<file path="src/rtl/id_ex_operand_stage.sv">
// ---------------------------------------------------------------------------
// id_ex_operand_stage
//   ID/EX pipeline register with EX-stage operand forwarding and load-use
//   hazard detection for the 5-stage pipelined CPU.
//
//   Ports
//     Clk, Rst          clock, synchronous active-high reset
//     Hold              freeze the back end; every register keeps its value
//     Flush             load a bubble instead of the ID instruction
//     D_*               decoded operands/controls from ID
//     M_Wreg/M_Rn/M_R   MEM-stage write-back candidate for forwarding
//     W_Wreg/W_Rn/W_D   WB-stage write-back candidate for forwarding
//     X, Y, Aluc        ALU operands and op
//     E_StData          store data (forwarded rt, never the immediate)
//     E_Rn/E_Wreg/E_M2reg/E_Wmem/E_Valid  registered controls to EX/MEM
//     LoadUse           combinational stall request towards IF/ID
// ---------------------------------------------------------------------------
module id_ex_operand_stage #(
   parameter int DW = 32,
   parameter int RW = 5
) (
   input  logic          Clk,
   input  logic          Rst,
   input  logic          Hold,
   input  logic          Flush,
   input  logic [DW-1:0] D_Qa,
   input  logic [DW-1:0] D_Qb,
   input  logic [DW-1:0] D_Imm,
   input  logic [RW-1:0] D_Rs,
   input  logic [RW-1:0] D_Rt,
   input  logic [RW-1:0] D_Rn,
   input  logic [1:0]    D_Aluc,
   input  logic          D_Aluimm,
   input  logic          D_Wreg,
   input  logic          D_M2reg,
   input  logic          D_Wmem,
   input  logic          M_Wreg,
   input  logic [RW-1:0] M_Rn,
   input  logic [DW-1:0] M_R,
   input  logic          W_Wreg,
   input  logic [RW-1:0] W_Rn,
   input  logic [DW-1:0] W_D,
   output logic [DW-1:0] X,
   output logic [DW-1:0] Y,
   output logic [1:0]    Aluc,
   output logic [DW-1:0] E_StData,
   output logic [RW-1:0] E_Rn,
   output logic          E_Wreg,
   output logic          E_M2reg,
   output logic          E_Wmem,
   output logic          E_Valid,
   output logic          LoadUse
);

   logic          r_valid;
   logic          r_wreg;
   logic          r_m2reg;
   logic          r_wmem;
   logic [RW-1:0] r_rn;
   logic          r_aluimm;
   logic [1:0]    r_aluc;
   logic [RW-1:0] r_rs;
   logic [RW-1:0] r_rt;
   logic [DW-1:0] r_qa;
   logic [DW-1:0] r_qb;
   logic [DW-1:0] r_imm;

   logic          w_bubble;
   logic          w_rt_used;
   logic [DW-1:0] w_fwd_a;
   logic [DW-1:0] w_fwd_b;

   // rt only matters as a source when it feeds the ALU (no immediate) or
   // supplies store data.
   assign w_rt_used = ~D_Aluimm | D_Wmem;

   assign LoadUse = r_valid & r_m2reg & r_wreg & (r_rn != '0) &
                    ((r_rn == D_Rs) | ((r_rn == D_Rt) & w_rt_used));

   assign w_bubble = Flush | LoadUse;

   always_ff @(posedge Clk) begin
      if (Rst) begin
         r_valid  <= 1'b0;
         r_wreg   <= 1'b0;
         r_m2reg  <= 1'b0;
         r_wmem   <= 1'b0;
         r_rn     <= '0;
         r_aluimm <= 1'b0;
         r_aluc   <= 2'b00;
         r_rs     <= '0;
         r_rt     <= '0;
         r_qa     <= '0;
         r_qb     <= '0;
         r_imm    <= '0;
      end else if (!Hold) begin
         // Data fields load unconditionally; in a bubble they are dead
         // because every side-effecting control is cleared.
         r_aluimm <= D_Aluimm;
         r_aluc   <= D_Aluc;
         r_rs     <= D_Rs;
         r_rt     <= D_Rt;
         r_qa     <= D_Qa;
         r_qb     <= D_Qb;
         r_imm    <= D_Imm;
         if (w_bubble) begin
            r_valid <= 1'b0;
            r_wreg  <= 1'b0;
            r_m2reg <= 1'b0;
            r_wmem  <= 1'b0;
            r_rn    <= '0;
         end else begin
            r_valid <= 1'b1;
            r_wreg  <= D_Wreg;
            r_m2reg <= D_M2reg;
            r_wmem  <= D_Wmem;
            r_rn    <= D_Rn;
         end
      end
   end

   // MEM is checked first: it holds the younger result. r0 is hardwired zero,
   // so a nonzero destination is required before any forward.
   always_comb begin
      w_fwd_a = r_qa;
      if (M_Wreg && (M_Rn != '0) && (M_Rn == r_rs)) begin
         w_fwd_a = M_R;
      end else if (W_Wreg && (W_Rn != '0) && (W_Rn == r_rs)) begin
         w_fwd_a = W_D;
      end
   end

   always_comb begin
      w_fwd_b = r_qb;
      if (M_Wreg && (M_Rn != '0) && (M_Rn == r_rt)) begin
         w_fwd_b = M_R;
      end else if (W_Wreg && (W_Rn != '0) && (W_Rn == r_rt)) begin
         w_fwd_b = W_D;
      end
   end

   assign X        = w_fwd_a;
   assign Y        = r_aluimm ? r_imm : w_fwd_b;
   assign E_StData = w_fwd_b;
   assign Aluc     = r_aluc;
   assign E_Rn     = r_rn;
   assign E_Wreg   = r_wreg;
   assign E_M2reg  = r_m2reg;
   assign E_Wmem   = r_wmem;
   assign E_Valid  = r_valid;

endmodule

</file>
<file path="config.mk">
export PLATFORM = sky130hd
export DESIGN_NAME = id_ex_operand_stage
export DESIGN_NICKNAME = d
export VERILOG_FILES = /design/src/rtl/id_ex_operand_stage.sv
export SDC_FILE = /design/constraint.sdc
export NUM_CORES = 1
export LEC_CHECK = 0
export BUFFER_PORTS_ARGS = -buffer_cell sky130_fd_sc_hd__buf_4
export CELL_PAD_IN_SITES_DETAIL_PLACEMENT = 2
export CELL_PAD_IN_SITES_GLOBAL_PLACEMENT = 2
export CORE_MARGIN = 8
export CORE_UTILIZATION = 26
export DETAILED_ROUTE_END_ITERATION = 6
export GPL_TIMING_DRIVEN = 0
export PLACE_DENSITY_LB_ADDON = 0.1
export SETUP_SLACK_MARGIN = 0.5
export SYNTH_ARGS = -nofsm -noshare
export SYNTH_HDL_FRONTEND = slang
export SYNTH_SLANG_ARGS = --single-unit
</file>
<file path="constraint.sdc">
create_clock -name Clk -period 3.49 [get_ports Clk]
set_input_delay 0.698 -clock Clk [delete_from_list [all_inputs] [get_ports Clk]]
set_output_delay 0.698 -clock Clk [all_outputs]
set_load 0.005 [all_outputs]
</file>
==> impl_metrics.py <==
metrics = {
    "min_path": {
        "holdCritPathClass": "reg2reg",
    },
    "synthesis": {
        "yosys_most_used_dff": "dfxtp_1",
        "async_reset_ff_share_pct": 0,
        "ys_seq_area_share_pct": 36.7,
        "synth_edf_count": 0,
        "yosys_warnings": 0,
        "synth_top_cell_by_area": "dfxtp_1",
        "synth_top_area_share_pct": 36.7,
        "netlist_top_cells_area": "dfxtp_1 (37%), mux2i_1 (22%), nor2_1 (8.6%), mux2_2 (5.4%), xnor2_1 (3.7%)",
        "synth_fp_nets": 952,
        "synthCells": 755,
        "netlist_area_sq_um": 6440,
        "synth_seq_cells": 118,
        "synth_cell_types": 33,
        "synth_area_per_cell_sq_um": 8.53,
    },
    "worst_setup_path": {
        "arrival_ns": 2.64,
        "crit_fanout": 7,
        "cp_data_required_time_ns": 2.79,
        "critPathCaptureType": "output pin",
        "start_kind": "input pin",
        "crit_type": "in2out",
    },
    "placed_design": {
        "io_buffers": 303,
        "globalplace.congestion": 0.746,
        "dpl.cell_count": 1382,
        "dp_hpwl_um": 24500,
    },
    "routing": {
        "via_per_inst": 4.88,
        "drc": 0,
        "first_iter_violations": 197,
        "vias": 7166,
        "wire_per_inst_um": 23.8,
        "dr.pass1.iters": 4,
        "wl_um": 34900,
        "drtAntennaViolNets": 0,
    },
    "cts": {
        "ctsHoldBuffers": 0,
        "clock_latency_ns": 0.42,
        "cts_buffers": 17,
        "cts_root_buf": "clkbuf_16",
        "ctsHtreeMaxLevel": 4,
        "clk_pin_slew_ns": 0.06,
        "cts_tree": "built",
        "clockBufferDepth": 2,
        "numClockSinks": 118,
    },
    "timing": {
        "post-route-min-period_ns": 3.34,
        "tightest_slew_ns": 0.927,
        "finalHoldViolCount": 0,
        "relSlewSlack_pct": 38.1,
        "rsz0062_at_grt": "yes",
        "fin_worst_skew_ns": 0.000715,
        "drv_slew": 0,
        "tns_ns": 0,
        "period_share_pct": 95.6,
        "fin_worst_hold_slack_ns": 0.482,
        "finalSetupViolCount": 0,
        "clock.fmax_mhz": 300,
    },
    "pwr": {
        "power_density_nw_per_um2": 382,
        "p_leak_nw": 5.09,
        "ir_worst_vdd_mv": 0.184,
    },
    "finish": {
        "multi_input_area_sq_um": 4180,
        "layout_common_cells": "buf_4 (296), nor2_1 (147), mux2i_1 (141)",
        "syn2layout_area_growth_pct": 73.4,
        "layout-drive-gt1-share_pct": 43.5,
        "final_common_cell": "buf_4",
        "nNetsFinal": 1328,
        "seqCellArea_sq_um": 2370,
        "fillers": 2669,
        "fin_cells": 1469,
    },
    "global_routing": {
        "grt_max_degree": 17,
        "gr-usage-met3_pct": 5.84,
        "grt_use_met1_pct": 25.3,
        "grt_usage_pct": 21.0,
        "grt_overflow": 0,
        "globalRouteMet2Util_pct": 36.5,
        "grt-busiest-layer": "met2",
        "grt_antenna_before_repair": 1,
        "grt_pass1_vias": 7925,
        "grt_pass1_wl_um": 48800,
    },
    "outcome": {
        "status": "finished, final reports clean",
    },
    "floorplan": {
        "die-area_sq_um": 30100,
        "die_w_um": 173,
        "initial_core_util_pct": 26.5,
        "die_h_um": 173,
        "rows": 57,
        "ioPinCount": 305,
        "core_area_sq_um": 24300,
    },
    "run": {
        "max-cap-violations": 0,
    },
}
==> stage by stage <==
| step | cell area, sq um | utilization, % | worst slack [ns] | total power, mW |
|---|---|---|---|---|
| after CTS | 10400 | 42.6 | 0.142 | 4.19 |
| after global placement | 9120 | 37.5 | -0.206 | 2.35 |
| after global routing | 11200 | 45.9 | 0.0572 | 4.45 |
| after floorplan | 6440 | - | 0.558 | 1.86 |
| final | 11200 | 45.9 | 0.154 | 4.27 |
| after detailed placement | 9120 | 37.5 | -0.247 | 2.37 |
==> power by group <==
part           switching [mW]  internal, mW  total, mW  leakage (nW)
combinational           0.466         0.581       1.05          3.85
sequential             0.0572          1.43       1.49         0.976
clock                   0.733          1.00       1.73         0.261
==> cell usage after synthesis, types with 2 or more instances <==
cell / instances
nor2_1: 147
mux2i_1: 141
dfxtp_1: 118
clkbuf_1: 40
a21oi_1: 33
inv_1: 33
nor3_1: 33
o21ai_0: 33
a31oi_1: 31
mux2_2: 31
or3_1: 31
xnor2_1: 27
buf_2: 10
buf_1: 9
a22o_1: 8
nand4_1: 4
buf_4: 3
nand2_1: 3
nand3_1: 3
xor2_1: 3
or4_1: 2
==> worst max-delay path: stages <==
cell and delay [ns]:
buf_8 0.10, or4_4 0.55, o211ai_4 0.24, or2_1 0.19
buf_12 0.17, clkbuf_16 0.17, a31oi_4 0.11, mux2_4 0.30
buf_6 0.12
==> cell families (layout without fill, tap and decap cells) <==
family / Yosys count / in the layout / share of synthesized area [%]
AOI/OAI and AO/OA: 114 / 115 / 10.5
xor gates and xnor gates: 30 / 30 / 4.08
buffers and inverters: 95 / 483 / 5.91
DFF: 118 / 118 / 36.7
muxes: 172 / 172 / 27.3
other: 0 / 1 / 0
and+or+nand+nor: 226 / 226 / 15.5
==> path summary, 6_finish.rpt <==
path	cells past startpoint	slack [ns]	endpoint	from
setup reg to reg	5	1.58	E_M2reg	E_Rn[0]
hold reg to reg	1	0.48	E_Wmem	E_Wmem
hold / removal	1	0.48	E_Wmem	E_Wmem
setup / recovery	9	0.15	Y[0]	M_Rn[4]
==> layout make-up <==
| cell class | instances | share of cell area [%] |
|---|---|---|
| Multi-Input combinational cell | 543 | 37.5 |
| Timing Repair Buffer | 356 | 27.2 |
| Antenna cell | 1 | 0.0224 |
| Inverter | 33 | 1.11 |
| Buffer | 62 | 4.24 |
| Clock buffer | 18 | 3.93 |
| Clock inverter | 14 | 1.15 |
| Tap cell | 324 | 3.63 |
| Sequential cell | 118 | 21.2 |
==> metal layers <==
layer	vias up	part of all wire, %
met5	-	0
met4	0	1.9
met3	40	5.4
met2	227	50
met1	3513	43
li1	3386	-
==> state kept, by name, indices dropped and copies added (netlist names) <==
register,flops
r_qa,32
r_rs,5
E_Rn,5
r_rt,5
Aluc,2
E_Valid,1
r_imm,32
E_Wmem,1
r_qb,32
E_M2reg,1
r_aluimm,1
E_Wreg,1
==> what timing repair did <==
item | 4_1_cts | 5_1_grt
setup endpoints to repair | 96 | 96
pin swaps | 7 | 16
resized for setup | 112 | 114
gates cloned | 2 | 8
buffers inserted | 25 | 19
(Power assumes the default switching activity.)
